===== config.mk =====
export PLATFORM = sky130hd
export DESIGN_NAME = axil_window_bridge_flat
export DESIGN_NICKNAME = d
export VERILOG_FILES = /design/src/rtl/axil_window_bridge_pkg.sv /design/src/rtl/axil_window_bridge_if.sv /design/src/rtl/axil_window_decode.sv /design/src/rtl/axil_window_bridge.sv /design/src/flat_wrapper.sv
export SDC_FILE = /design/constraint.sdc
export NUM_CORES = 1
export LEC_CHECK = 0
export ABC_AREA = 1
export ABC_CLOCK_PERIOD_IN_PS = 1490
export BUFFER_PORTS_ARGS = -buffer_cell sky130_fd_sc_hd__buf_2
export CELL_PAD_IN_SITES_DETAIL_PLACEMENT = 1
export CELL_PAD_IN_SITES_GLOBAL_PLACEMENT = 1
export CORE_AREA = 2 2 159 122
export DETAILED_ROUTE_END_ITERATION = 6
export DIE_AREA = 0 0 161 124
export HOLD_SLACK_MARGIN = 0.08
export PLACE_DENSITY_LB_ADDON = 0.25
export SYNTH_ARGS = -nofsm -noshare
export SYNTH_HDL_FRONTEND = slang
export SYNTH_HIERARCHICAL = 1
export SYNTH_SLANG_ARGS = --single-unit

===== constraint.sdc =====
create_clock -name clk -period 1.49 [get_ports clk]
set_input_delay 0.2235 -clock clk [delete_from_list [all_inputs] [get_ports clk]]
set_output_delay 0.2235 -clock clk [all_outputs]
set_load 0.1 [all_outputs]

===== src/rtl/axil_window_bridge_pkg.sv =====
// Shared constants, state encodings and helpers for the AXI4-Lite window bridge.
package axil_window_bridge_pkg;

  localparam logic [1:0] RESP_OKAY   = 2'b00;
  localparam logic [1:0] RESP_DECERR = 2'b11;

  localparam int MAX_WIN = 8;

  typedef enum logic [1:0] {
    R_IDLE = 2'd0,
    R_ADDR = 2'd1,
    R_DATA = 2'd2,
    R_ERR  = 2'd3
  } rd_state_e;

  typedef enum logic [1:0] {
    W_IDLE = 2'd0,
    W_REQ  = 2'd1,
    W_RESP = 2'd2,
    W_ERR  = 2'd3
  } wr_state_e;

  // Mask keeping the address bits above a window's size, i.e. the bits compared on decode.
  function automatic logic [31:0] win_mask(input logic [4:0] bits);
    return 32'hFFFF_FFFF << bits;
  endfunction

endpackage


===== src/rtl/axil_window_bridge_if.sv =====
// AXI4-Lite channel bundle. "master" is the side issuing requests, "slave" the side answering.
interface axil_window_bridge_if;

  logic [31:0] araddr;
  logic [2:0]  arprot;
  logic        arvalid;
  logic        arready;

  logic [31:0] rdata;
  logic [1:0]  rresp;
  logic        rvalid;
  logic        rready;

  logic [31:0] awaddr;
  logic [2:0]  awprot;
  logic        awvalid;
  logic        awready;

  logic [31:0] wdata;
  logic [3:0]  wstrb;
  logic        wvalid;
  logic        wready;

  logic [1:0]  bresp;
  logic        bvalid;
  logic        bready;

  modport master (
    output araddr, arprot, arvalid, input arready,
    input  rdata, rresp, rvalid, output rready,
    output awaddr, awprot, awvalid, input awready,
    output wdata, wstrb, wvalid, input wready,
    input  bresp, bvalid, output bready
  );

  modport slave (
    input  araddr, arprot, arvalid, output arready,
    output rdata, rresp, rvalid, input rready,
    input  awaddr, awprot, awvalid, output awready,
    input  wdata, wstrb, wvalid, output wready,
    output bresp, bvalid, input bready
  );

endinterface


===== src/rtl/axil_window_decode.sv =====
// Combinational window decoder: address -> hit, matching window index, rebased/scaled address.
module axil_window_decode
  import axil_window_bridge_pkg::*;
#(
  parameter int                 NWIN      = 4,
  parameter logic [NWIN*32-1:0] WIN_BASE  = '0,
  parameter logic [NWIN*5-1:0]  WIN_BITS  = '0,
  parameter logic [NWIN*5-1:0]  WIN_SHIFT = '0
) (
  input  logic [31:0] addr,
  output logic        hit,
  output logic [2:0]  idx,
  output logic [31:0] xaddr
);

  // Scan from the top index down so the lowest matching window is the one left standing.
  always_comb begin
    hit   = 1'b0;
    idx   = '0;
    xaddr = '0;
    for (int i = NWIN - 1; i >= 0; i--) begin
      if ((addr & win_mask(WIN_BITS[5*i +: 5])) ==
          (WIN_BASE[32*i +: 32] & win_mask(WIN_BITS[5*i +: 5]))) begin
        hit   = 1'b1;
        idx   = 3'(i);
        xaddr = (addr - WIN_BASE[32*i +: 32]) << WIN_SHIFT[5*i +: 5];
      end
    end
  end

endmodule


===== src/rtl/axil_window_bridge.sv =====
// Registered AXI4-Lite address-translation bridge with independent read and write FSMs.
//
// Read FSM
//   state  | meaning
//   R_IDLE | accepting AR; decode registered at acceptance
//   R_ADDR | presenting translated AR downstream until m_arready
//   R_DATA | R channel passed straight through until upstream handshake
//   R_ERR  | local DECERR response, rdata 0
//
// Write FSM
//   state  | meaning
//   W_IDLE | collecting AW and W in any order; each ready drops after its own capture
//   W_REQ  | presenting AW and W downstream; each valid drops after its own handshake
//   W_RESP | B channel passed straight through until upstream handshake
//   W_ERR  | local DECERR response, captured data dropped
module axil_window_bridge
  import axil_window_bridge_pkg::*;
#(
  parameter int                 NWIN      = 4,
  parameter logic [NWIN*32-1:0] WIN_BASE  = '0,
  parameter logic [NWIN*5-1:0]  WIN_BITS  = '0,
  parameter logic [NWIN*5-1:0]  WIN_SHIFT = '0
) (
  input  logic                  clk,
  input  logic                  rst,
  axil_window_bridge_if.slave   s_axi,
  axil_window_bridge_if.master  m_axi,
  output logic                  err_hit
);

  // live_q holds every upstream ready low for the first cycle after reset.
  logic        live_q, live_d;

  rd_state_e   r_state_q, r_state_d;
  logic [31:0] rd_addr_q, rd_addr_d;
  logic [2:0]  rd_prot_q, rd_prot_d;

  wr_state_e   w_state_q, w_state_d;
  logic        aw_got_q, aw_got_d;
  logic        w_got_q, w_got_d;
  logic        wr_hit_q, wr_hit_d;
  logic [31:0] wr_addr_q, wr_addr_d;
  logic [2:0]  wr_prot_q, wr_prot_d;
  logic [31:0] wdata_q, wdata_d;
  logic [3:0]  wstrb_q, wstrb_d;
  logic        maw_done_q, maw_done_d;
  logic        mw_done_q, mw_done_d;

  logic        err_hit_q, err_hit_d;

  logic        ar_hit, aw_hit;
  logic [31:0] ar_xaddr, aw_xaddr;

  logic        s_arready_c, s_rvalid_c, m_arvalid_c, m_rready_c;
  logic [31:0] s_rdata_c;
  logic [1:0]  s_rresp_c;
  logic        s_awready_c, s_wready_c, s_bvalid_c;
  logic        m_awvalid_c, m_wvalid_c, m_bready_c;
  logic [1:0]  s_bresp_c;
  logic        aw_hs, w_hs, maw_fire, mw_fire;

  axil_window_decode #(
    .NWIN(NWIN), .WIN_BASE(WIN_BASE), .WIN_BITS(WIN_BITS), .WIN_SHIFT(WIN_SHIFT)
  ) u_ar_dec (
    .addr  (s_axi.araddr),
    .hit   (ar_hit),
    .idx   (),
    .xaddr (ar_xaddr)
  );

  axil_window_decode #(
    .NWIN(NWIN), .WIN_BASE(WIN_BASE), .WIN_BITS(WIN_BITS), .WIN_SHIFT(WIN_SHIFT)
  ) u_aw_dec (
    .addr  (s_axi.awaddr),
    .hit   (aw_hit),
    .idx   (),
    .xaddr (aw_xaddr)
  );

  // Read path next-state and channel outputs.
  always_comb begin
    r_state_d   = r_state_q;
    rd_addr_d   = rd_addr_q;
    rd_prot_d   = rd_prot_q;
    s_arready_c = 1'b0;
    s_rvalid_c  = 1'b0;
    s_rdata_c   = '0;
    s_rresp_c   = RESP_OKAY;
    m_arvalid_c = 1'b0;
    m_rready_c  = 1'b0;
    case (r_state_q)
      R_IDLE: begin
        s_arready_c = live_q;
        if (live_q && s_axi.arvalid) begin
          rd_prot_d = s_axi.arprot;
          if (ar_hit) begin
            rd_addr_d = ar_xaddr;
            r_state_d = R_ADDR;
          end else begin
            r_state_d = R_ERR;
          end
        end
      end
      R_ADDR: begin
        m_arvalid_c = 1'b1;
        if (m_axi.arready) r_state_d = R_DATA;
      end
      R_DATA: begin
        m_rready_c = s_axi.rready;
        s_rvalid_c = m_axi.rvalid;
        s_rdata_c  = m_axi.rdata;
        s_rresp_c  = m_axi.rresp;
        if (m_axi.rvalid && s_axi.rready) r_state_d = R_IDLE;
      end
      R_ERR: begin
        s_rvalid_c = 1'b1;
        s_rresp_c  = RESP_DECERR;
        if (s_axi.rready) r_state_d = R_IDLE;
      end
      default: r_state_d = R_IDLE;
    endcase
  end

  // Write path next-state and channel outputs.
  always_comb begin
    w_state_d   = w_state_q;
    aw_got_d    = aw_got_q;
    w_got_d     = w_got_q;
    wr_hit_d    = wr_hit_q;
    wr_addr_d   = wr_addr_q;
    wr_prot_d   = wr_prot_q;
    wdata_d     = wdata_q;
    wstrb_d     = wstrb_q;
    maw_done_d  = maw_done_q;
    mw_done_d   = mw_done_q;
    s_awready_c = 1'b0;
    s_wready_c  = 1'b0;
    s_bvalid_c  = 1'b0;
    s_bresp_c   = RESP_OKAY;
    m_awvalid_c = 1'b0;
    m_wvalid_c  = 1'b0;
    m_bready_c  = 1'b0;
    aw_hs       = 1'b0;
    w_hs        = 1'b0;
    maw_fire    = 1'b0;
    mw_fire     = 1'b0;
    case (w_state_q)
      W_IDLE: begin
        s_awready_c = live_q && !aw_got_q;
        s_wready_c  = live_q && !w_got_q;
        aw_hs       = s_awready_c && s_axi.awvalid;
        w_hs        = s_wready_c && s_axi.wvalid;
        if (aw_hs) begin
          aw_got_d  = 1'b1;
          wr_hit_d  = aw_hit;
          wr_addr_d = aw_xaddr;
          wr_prot_d = s_axi.awprot;
        end
        if (w_hs) begin
          w_got_d = 1'b1;
          wdata_d = s_axi.wdata;
          wstrb_d = s_axi.wstrb;
        end
        // Leave as soon as the second half lands; the hit flag may be arriving this very cycle.
        if ((aw_got_q || aw_hs) && (w_got_q || w_hs)) begin
          aw_got_d  = 1'b0;
          w_got_d   = 1'b0;
          w_state_d = (aw_hs ? aw_hit : wr_hit_q) ? W_REQ : W_ERR;
        end
      end
      W_REQ: begin
        m_awvalid_c = !maw_done_q;
        m_wvalid_c  = !mw_done_q;
        maw_fire    = m_awvalid_c && m_axi.awready;
        mw_fire     = m_wvalid_c && m_axi.wready;
        if (maw_fire) maw_done_d = 1'b1;
        if (mw_fire)  mw_done_d  = 1'b1;
        if ((maw_done_q || maw_fire) && (mw_done_q || mw_fire)) begin
          maw_done_d = 1'b0;
          mw_done_d  = 1'b0;
          w_state_d  = W_RESP;
        end
      end
      W_RESP: begin
        m_bready_c = s_axi.bready;
        s_bvalid_c = m_axi.bvalid;
        s_bresp_c  = m_axi.bresp;
        if (m_axi.bvalid && s_axi.bready) w_state_d = W_IDLE;
      end
      W_ERR: begin
        s_bvalid_c = 1'b1;
        s_bresp_c  = RESP_DECERR;
        if (s_axi.bready) w_state_d = W_IDLE;
      end
      default: w_state_d = W_IDLE;
    endcase
  end

  // Flag locally generated DECERR responses the cycle after they are taken upstream.
  always_comb begin
    live_d    = 1'b1;
    err_hit_d = ((r_state_q == R_ERR) && s_axi.rready) ||
                ((w_state_q == W_ERR) && s_axi.bready);
  end

  // State and capture registers; reset abandons any transaction in flight.
  always_ff @(posedge clk) begin
    if (rst) begin
      live_q     <= 1'b0;
      r_state_q  <= R_IDLE;
      rd_addr_q  <= '0;
      rd_prot_q  <= '0;
      w_state_q  <= W_IDLE;
      aw_got_q   <= 1'b0;
      w_got_q    <= 1'b0;
      wr_hit_q   <= 1'b0;
      wr_addr_q  <= '0;
      wr_prot_q  <= '0;
      wdata_q    <= '0;
      wstrb_q    <= '0;
      maw_done_q <= 1'b0;
      mw_done_q  <= 1'b0;
      err_hit_q  <= 1'b0;
    end else begin
      live_q     <= live_d;
      r_state_q  <= r_state_d;
      rd_addr_q  <= rd_addr_d;
      rd_prot_q  <= rd_prot_d;
      w_state_q  <= w_state_d;
      aw_got_q   <= aw_got_d;
      w_got_q    <= w_got_d;
      wr_hit_q   <= wr_hit_d;
      wr_addr_q  <= wr_addr_d;
      wr_prot_q  <= wr_prot_d;
      wdata_q    <= wdata_d;
      wstrb_q    <= wstrb_d;
      maw_done_q <= maw_done_d;
      mw_done_q  <= mw_done_d;
      err_hit_q  <= err_hit_d;
    end
  end

  assign s_axi.arready = s_arready_c;
  assign s_axi.rvalid  = s_rvalid_c;
  assign s_axi.rdata   = s_rdata_c;
  assign s_axi.rresp   = s_rresp_c;
  assign s_axi.awready = s_awready_c;
  assign s_axi.wready  = s_wready_c;
  assign s_axi.bvalid  = s_bvalid_c;
  assign s_axi.bresp   = s_bresp_c;

  assign m_axi.araddr  = rd_addr_q;
  assign m_axi.arprot  = rd_prot_q;
  assign m_axi.arvalid = m_arvalid_c;
  assign m_axi.rready  = m_rready_c;
  assign m_axi.awaddr  = wr_addr_q;
  assign m_axi.awprot  = wr_prot_q;
  assign m_axi.awvalid = m_awvalid_c;
  assign m_axi.wdata   = wdata_q;
  assign m_axi.wstrb   = wstrb_q;
  assign m_axi.wvalid  = m_wvalid_c;
  assign m_axi.bready  = m_bready_c;

  assign err_hit = err_hit_q;

endmodule


===== src/flat_wrapper.sv =====
// flat-port wrapper written by rule: the top's interface ports become plain ports
module axil_window_bridge_flat import axil_window_bridge_pkg::*;
#(
  parameter int                 NWIN      = 4,
  parameter logic [NWIN*32-1:0] WIN_BASE  = '0,
  parameter logic [NWIN*5-1:0]  WIN_BITS  = '0,
  parameter logic [NWIN*5-1:0]  WIN_SHIFT = '0
)
  (clk, rst, err_hit, s_axi_araddr, s_axi_arprot, s_axi_arvalid, s_axi_arready, s_axi_rdata, s_axi_rresp, s_axi_rvalid, s_axi_rready, s_axi_awaddr, s_axi_awprot, s_axi_awvalid, s_axi_awready, s_axi_wdata, s_axi_wstrb, s_axi_wvalid, s_axi_wready, s_axi_bresp, s_axi_bvalid, s_axi_bready, m_axi_araddr, m_axi_arprot, m_axi_arvalid, m_axi_arready, m_axi_rdata, m_axi_rresp, m_axi_rvalid, m_axi_rready, m_axi_awaddr, m_axi_awprot, m_axi_awvalid, m_axi_awready, m_axi_wdata, m_axi_wstrb, m_axi_wvalid, m_axi_wready, m_axi_bresp, m_axi_bvalid, m_axi_bready);
  axil_window_bridge_if s_axi_i ();
  axil_window_bridge_if m_axi_i ();
  input  logic clk;
  input  logic rst;
  output logic err_hit;
  input wire logic [$bits(s_axi_i.araddr)-1:0] s_axi_araddr;
  input wire logic [$bits(s_axi_i.arprot)-1:0] s_axi_arprot;
  input wire logic [$bits(s_axi_i.arvalid)-1:0] s_axi_arvalid;
  output wire logic [$bits(s_axi_i.arready)-1:0] s_axi_arready;
  output wire logic [$bits(s_axi_i.rdata)-1:0] s_axi_rdata;
  output wire logic [$bits(s_axi_i.rresp)-1:0] s_axi_rresp;
  output wire logic [$bits(s_axi_i.rvalid)-1:0] s_axi_rvalid;
  input wire logic [$bits(s_axi_i.rready)-1:0] s_axi_rready;
  input wire logic [$bits(s_axi_i.awaddr)-1:0] s_axi_awaddr;
  input wire logic [$bits(s_axi_i.awprot)-1:0] s_axi_awprot;
  input wire logic [$bits(s_axi_i.awvalid)-1:0] s_axi_awvalid;
  output wire logic [$bits(s_axi_i.awready)-1:0] s_axi_awready;
  input wire logic [$bits(s_axi_i.wdata)-1:0] s_axi_wdata;
  input wire logic [$bits(s_axi_i.wstrb)-1:0] s_axi_wstrb;
  input wire logic [$bits(s_axi_i.wvalid)-1:0] s_axi_wvalid;
  output wire logic [$bits(s_axi_i.wready)-1:0] s_axi_wready;
  output wire logic [$bits(s_axi_i.bresp)-1:0] s_axi_bresp;
  output wire logic [$bits(s_axi_i.bvalid)-1:0] s_axi_bvalid;
  input wire logic [$bits(s_axi_i.bready)-1:0] s_axi_bready;
  output wire logic [$bits(m_axi_i.araddr)-1:0] m_axi_araddr;
  output wire logic [$bits(m_axi_i.arprot)-1:0] m_axi_arprot;
  output wire logic [$bits(m_axi_i.arvalid)-1:0] m_axi_arvalid;
  input wire logic [$bits(m_axi_i.arready)-1:0] m_axi_arready;
  input wire logic [$bits(m_axi_i.rdata)-1:0] m_axi_rdata;
  input wire logic [$bits(m_axi_i.rresp)-1:0] m_axi_rresp;
  input wire logic [$bits(m_axi_i.rvalid)-1:0] m_axi_rvalid;
  output wire logic [$bits(m_axi_i.rready)-1:0] m_axi_rready;
  output wire logic [$bits(m_axi_i.awaddr)-1:0] m_axi_awaddr;
  output wire logic [$bits(m_axi_i.awprot)-1:0] m_axi_awprot;
  output wire logic [$bits(m_axi_i.awvalid)-1:0] m_axi_awvalid;
  input wire logic [$bits(m_axi_i.awready)-1:0] m_axi_awready;
  output wire logic [$bits(m_axi_i.wdata)-1:0] m_axi_wdata;
  output wire logic [$bits(m_axi_i.wstrb)-1:0] m_axi_wstrb;
  output wire logic [$bits(m_axi_i.wvalid)-1:0] m_axi_wvalid;
  input wire logic [$bits(m_axi_i.wready)-1:0] m_axi_wready;
  input wire logic [$bits(m_axi_i.bresp)-1:0] m_axi_bresp;
  input wire logic [$bits(m_axi_i.bvalid)-1:0] m_axi_bvalid;
  output wire logic [$bits(m_axi_i.bready)-1:0] m_axi_bready;
  assign s_axi_i.araddr = s_axi_araddr;
  assign s_axi_i.arprot = s_axi_arprot;
  assign s_axi_i.arvalid = s_axi_arvalid;
  assign s_axi_arready = s_axi_i.arready;
  assign s_axi_rdata = s_axi_i.rdata;
  assign s_axi_rresp = s_axi_i.rresp;
  assign s_axi_rvalid = s_axi_i.rvalid;
  assign s_axi_i.rready = s_axi_rready;
  assign s_axi_i.awaddr = s_axi_awaddr;
  assign s_axi_i.awprot = s_axi_awprot;
  assign s_axi_i.awvalid = s_axi_awvalid;
  assign s_axi_awready = s_axi_i.awready;
  assign s_axi_i.wdata = s_axi_wdata;
  assign s_axi_i.wstrb = s_axi_wstrb;
  assign s_axi_i.wvalid = s_axi_wvalid;
  assign s_axi_wready = s_axi_i.wready;
  assign s_axi_bresp = s_axi_i.bresp;
  assign s_axi_bvalid = s_axi_i.bvalid;
  assign s_axi_i.bready = s_axi_bready;
  assign m_axi_araddr = m_axi_i.araddr;
  assign m_axi_arprot = m_axi_i.arprot;
  assign m_axi_arvalid = m_axi_i.arvalid;
  assign m_axi_i.arready = m_axi_arready;
  assign m_axi_i.rdata = m_axi_rdata;
  assign m_axi_i.rresp = m_axi_rresp;
  assign m_axi_i.rvalid = m_axi_rvalid;
  assign m_axi_rready = m_axi_i.rready;
  assign m_axi_awaddr = m_axi_i.awaddr;
  assign m_axi_awprot = m_axi_i.awprot;
  assign m_axi_awvalid = m_axi_i.awvalid;
  assign m_axi_i.awready = m_axi_awready;
  assign m_axi_wdata = m_axi_i.wdata;
  assign m_axi_wstrb = m_axi_i.wstrb;
  assign m_axi_wvalid = m_axi_i.wvalid;
  assign m_axi_i.wready = m_axi_wready;
  assign m_axi_i.bresp = m_axi_bresp;
  assign m_axi_i.bvalid = m_axi_bvalid;
  assign m_axi_bready = m_axi_i.bready;
  axil_window_bridge #(.NWIN(NWIN), .WIN_BASE(WIN_BASE), .WIN_BITS(WIN_BITS), .WIN_SHIFT(WIN_SHIFT)) u_core (.clk(clk), .rst(rst), .s_axi(s_axi_i), .m_axi(m_axi_i), .err_hit(err_hit));
endmodule

Word level (Yosys, flattened, before mapping)
Index checks and enable logic that the tools add are counted.
Widths: inputs -> output; s select.

storage, ports and cells
  register bits after elaboration = 117
  input bits = 154
  output and inout port bits = 153
  word-level logic and storage cells = 108

cells by class
  equal/unequal tests = 14
  multiplexer cells = 39
  reductions and logical operators = 40

operators with widths
  cell                number
  $mux 32             3
  $logic_not 32->1    2
  $mux 1              20
  $mux 2              10
  $pmux 2 s4          2
  $reduce_and 2->1    7
  $logic_and 1x1->1   13
  $ne 2x1->1 const B  5
  $eq 2x2->1 const B  4
  $pmux 2 s2          2
  $reduce_and 4->1    2
  $reduce_bool 2->1   4
  $ne 2x2->1 const B  3
  $logic_or 1x1->1    5
  $eq 2x1->1 const B  2
  $logic_not 1->1     4
  $logic_not 2->1     2
  $pmux 1 s2          2
  $reduce_and 3->1    1

Depth between registers and ports, before layout
  depth in word-level cells = 7
  depth in mapped cells = 10
  gate-level depth less buffers = 10

Modules after synthesis
Netlist, hierarchy kept.

by module, submodules not included
  module              instances  cells an instance  area an instance (sq um)  seq. area each (sq um)
  axil_window_bridge  1          642                4,662.0                   2,342.2
  axil_window_decode  2          67                 382.9                     0.0

Least setup slack after synthesis
No wires, ideal clock.

  path kind = register to output
  start point = reg u_core.w_state_q[1]
  end point = out s_axi_awready
  arrival time = 2.666 ns
  required time = 1.266 ns
  slack = -1.399 ns
  stages on the path, launching flop included = 5
  buffers on the path = 1
  cell sequence = dfxtp_1 buf_6 nor2_4 inv_2 nor3_1

on the way
  longest elaborated chain between the ends = 2

ends and longest elaborated chain
  element                 RTL line                   RTL
  from (decl)             axil_window_bridge.sv:38   wr_state_e w_state_q, w_state_d;
  from (signal assigned)  axil_window_bridge.sv:229  w_state_q <= w_state_d;
  $logic_not 2->1         axil_window_bridge.sv:147  case (w_state_q)
  $mux 1                  axil_window_bridge.sv:147
  to (decl)               flat_wrapper.sv:26         output wire logic [$bits(s_axi_i.awready)-1:0] s_axi_awready;

No other way between the ends.

Worst setup path after layout
  start point = reg u_core.r_state_q[0]
  end point = out s_axi_rdata[31]

on the way
  longest elaborated chain between the ends = 2

ends and longest elaborated chain
  element                 RTL line                   RTL
  from (decl)             axil_window_bridge.sv:34   rd_state_e r_state_q, r_state_d;
  from (signal assigned)  axil_window_bridge.sv:226  r_state_q <= r_state_d;
  $eq 2x2->1              axil_window_bridge.sv:91   case (r_state_q)
  $mux 32                 axil_window_bridge.sv:91
  to (decl)               flat_wrapper.sv:19         output wire logic [$bits(s_axi_i.rdata)-1:0] s_axi_rdata;

No other way between the ends.

==> results.toml <==
[run_status]
outcome = "finished, violations left"
violations = "negative setup slack"

[clock_network]
insertion_delay_ps = 410
cts_tree = "yes"
cts_buffers = 17
numClockSinks = 117
cts_root_buf = "clkbuf_16"
cts_buffer_depth = 2
htree_levels = 4
cts.clk_slew.worst_paths_ps = 50

[sta]
finalCritPeriodShare = 1.11
slew_headroom = 0.653
period_needed_ps = 1650
worst_pin_slew_ps = 519
drv_slew = 0
fin_skew_ps = 8.23
rsz0062_at_grt = "yes"
hold_viol = 0
max_freq_mhz = 607
timing.final.ws_setup_ps = -158
final-setup-viol-count = 77

[setup_path]
critPathKind = "reg2out"
start_kind = "flip-flop"
cp.required_ps = 1270
setup.worst_path.end_class = "primary output"
critical_path.max_fanout = 6
worst_ep_arrival_time_ps = 1420

[worst_hold_path]
hold_class = "in2reg"

[global_routing]
grt_pass1_vias = 6255
grt_use_total = 0.205
grt_overflow = 0
grt_pass1_wl_um = 32100
grt_max_degree = 64
antenna_found_initial = 5

[finish]
layout_common_cells = "nor2_1 (265), buf_2 (260), dfxtp_1 (112)"
nets = 1296
fin_area_mm2 = 0.00968
drive_gt1_frac = 0.420
final_common_cell = "nor2_1"
syn_to_final_growth_pct = 79.9
fin_util = 0.529

[logic_synthesis]
netlist_instances = 770
syn_area_per_cell_um2 = 6.99
yosys_warnings = 6
netlist_area_mm2 = 0.00538

[detailed_routing]
ant_nets = 0
drtPass1Iterations = 4
viasPerCell = 4.29
drtIter0Drc = 146
wl_per_cell_um = 15.4
drcViolationCount = 0
vias = 6017
routed_wl_um = 21600

[floorplan]
fp.dieH_um = 124
dieArea_mm2 = 0.0200
start_util = 0.294
core_area_mm2 = 0.0183
num_rows = 43
die_x_um = 161
io_pins = 307

[placement]
gp_congestion = 0.787
dpl.hpwl_um = 14200
io_buffers = 306
postPlaceCellArea_mm2 = 0.00794

[pwr]
vdd_drop_max_uv = 689
p_total_uw = 11800
powerDensity_mw_per_mm2 = 1220
p_leak_uw = 0.00470

[flow_run]
cap_viol_max_count = 0
==> stage by stage <==
stage	instances	hold WS (ps)	worst slack (ps)	TNS, ps
after floorplan	832	358	-161	-662
after global placement	1302	447	-60.1	-1160
after detailed placement	1302	456	-160	-3590
after CTS	1390	82.3	-175	-6240
after global routing	1403	93.1	-208	-13360
final	1403	89.3	-158	-8400
==> power breakdown <==
group	internal [µW]	switching (µW)
Clock	2280	1540
Sequential	3360	132
Combinational	1240	3270
Total	6870	4940
==> final timing paths <==
check	from	endpoint	slack, ps	cells after the start
setup / recovery	u_core/r_state_q[0]	s_axi_rdata[31]	-160	5
hold / removal	s_axi_wdata[15]	u_core/m_axi.wdata[15]	90	3
setup reg to reg	u_core/r_state_q[0]	u_core/m_axi.araddr[28]	-140	10
hold reg to reg	u_core/wr_hit_q	u_core/wr_hit_q	480	2
==> worst max-delay path: stages, from the launching register on <==
cell and delay [ps]:
dfxtp_4 350, inv_6 70, nand2_8 110, clkbuf_16 200
nor2_4 100, buf_12 180
==> layer usage <==
metal	track usage	wire length [µm]
met5	0	55
met4	0.0753	509
met3	0.0756	1610
met2	0.382	11100
met1	0.214	8360
==> sequential cells by signal (all words and copies together), names as in the netlist <==
| signal | flops |
|---|---|
| u_core/maw_done_q | 1 |
| u_core/m_axi.araddr | 32 |
| u_core/live_q | 1 |
| u_core/r_state_q | 2 |
| u_core/m_axi.wstrb | 4 |
| u_core/err_hit | 1 |
| u_core/wr_hit_q | 1 |
| u_core/m_axi.wdata | 32 |
| u_core/m_axi.arprot | 3 |
| u_core/aw_got_q | 1 |
| u_core/w_got_q | 1 |
| u_core/m_axi.awprot | 3 |
| u_core/mw_done_q | 1 |
| u_core/m_axi.awaddr | 32 |
| u_core/w_state_q | 2 |
==> layout make-up <==
type | count | area, µm²
antenna | 1 | 2.50
multi-input combinational | 561 | 2890
sequential | 117 | 2360
tap | 247 | 309
inverter | 54 | 262
clock inverter | 12 | 95.1
clock buffer | 20 | 467
timing repair buffer | 391 | 3300
fill | 2251 | 8610
==> what timing repair did <==
item | 4_1_cts | 5_1_grt
setup buffers | 12 | 4
cloned | 3 | 9
endpoints found under the setup margin | 61 | 102
hold buffers | 41 | 0
resized for setup | 75 | 61
hold endpoints to repair | 41 | 0
pin swaps | 14 | 21
No activity file was read; power rests on OpenSTA's default activity.
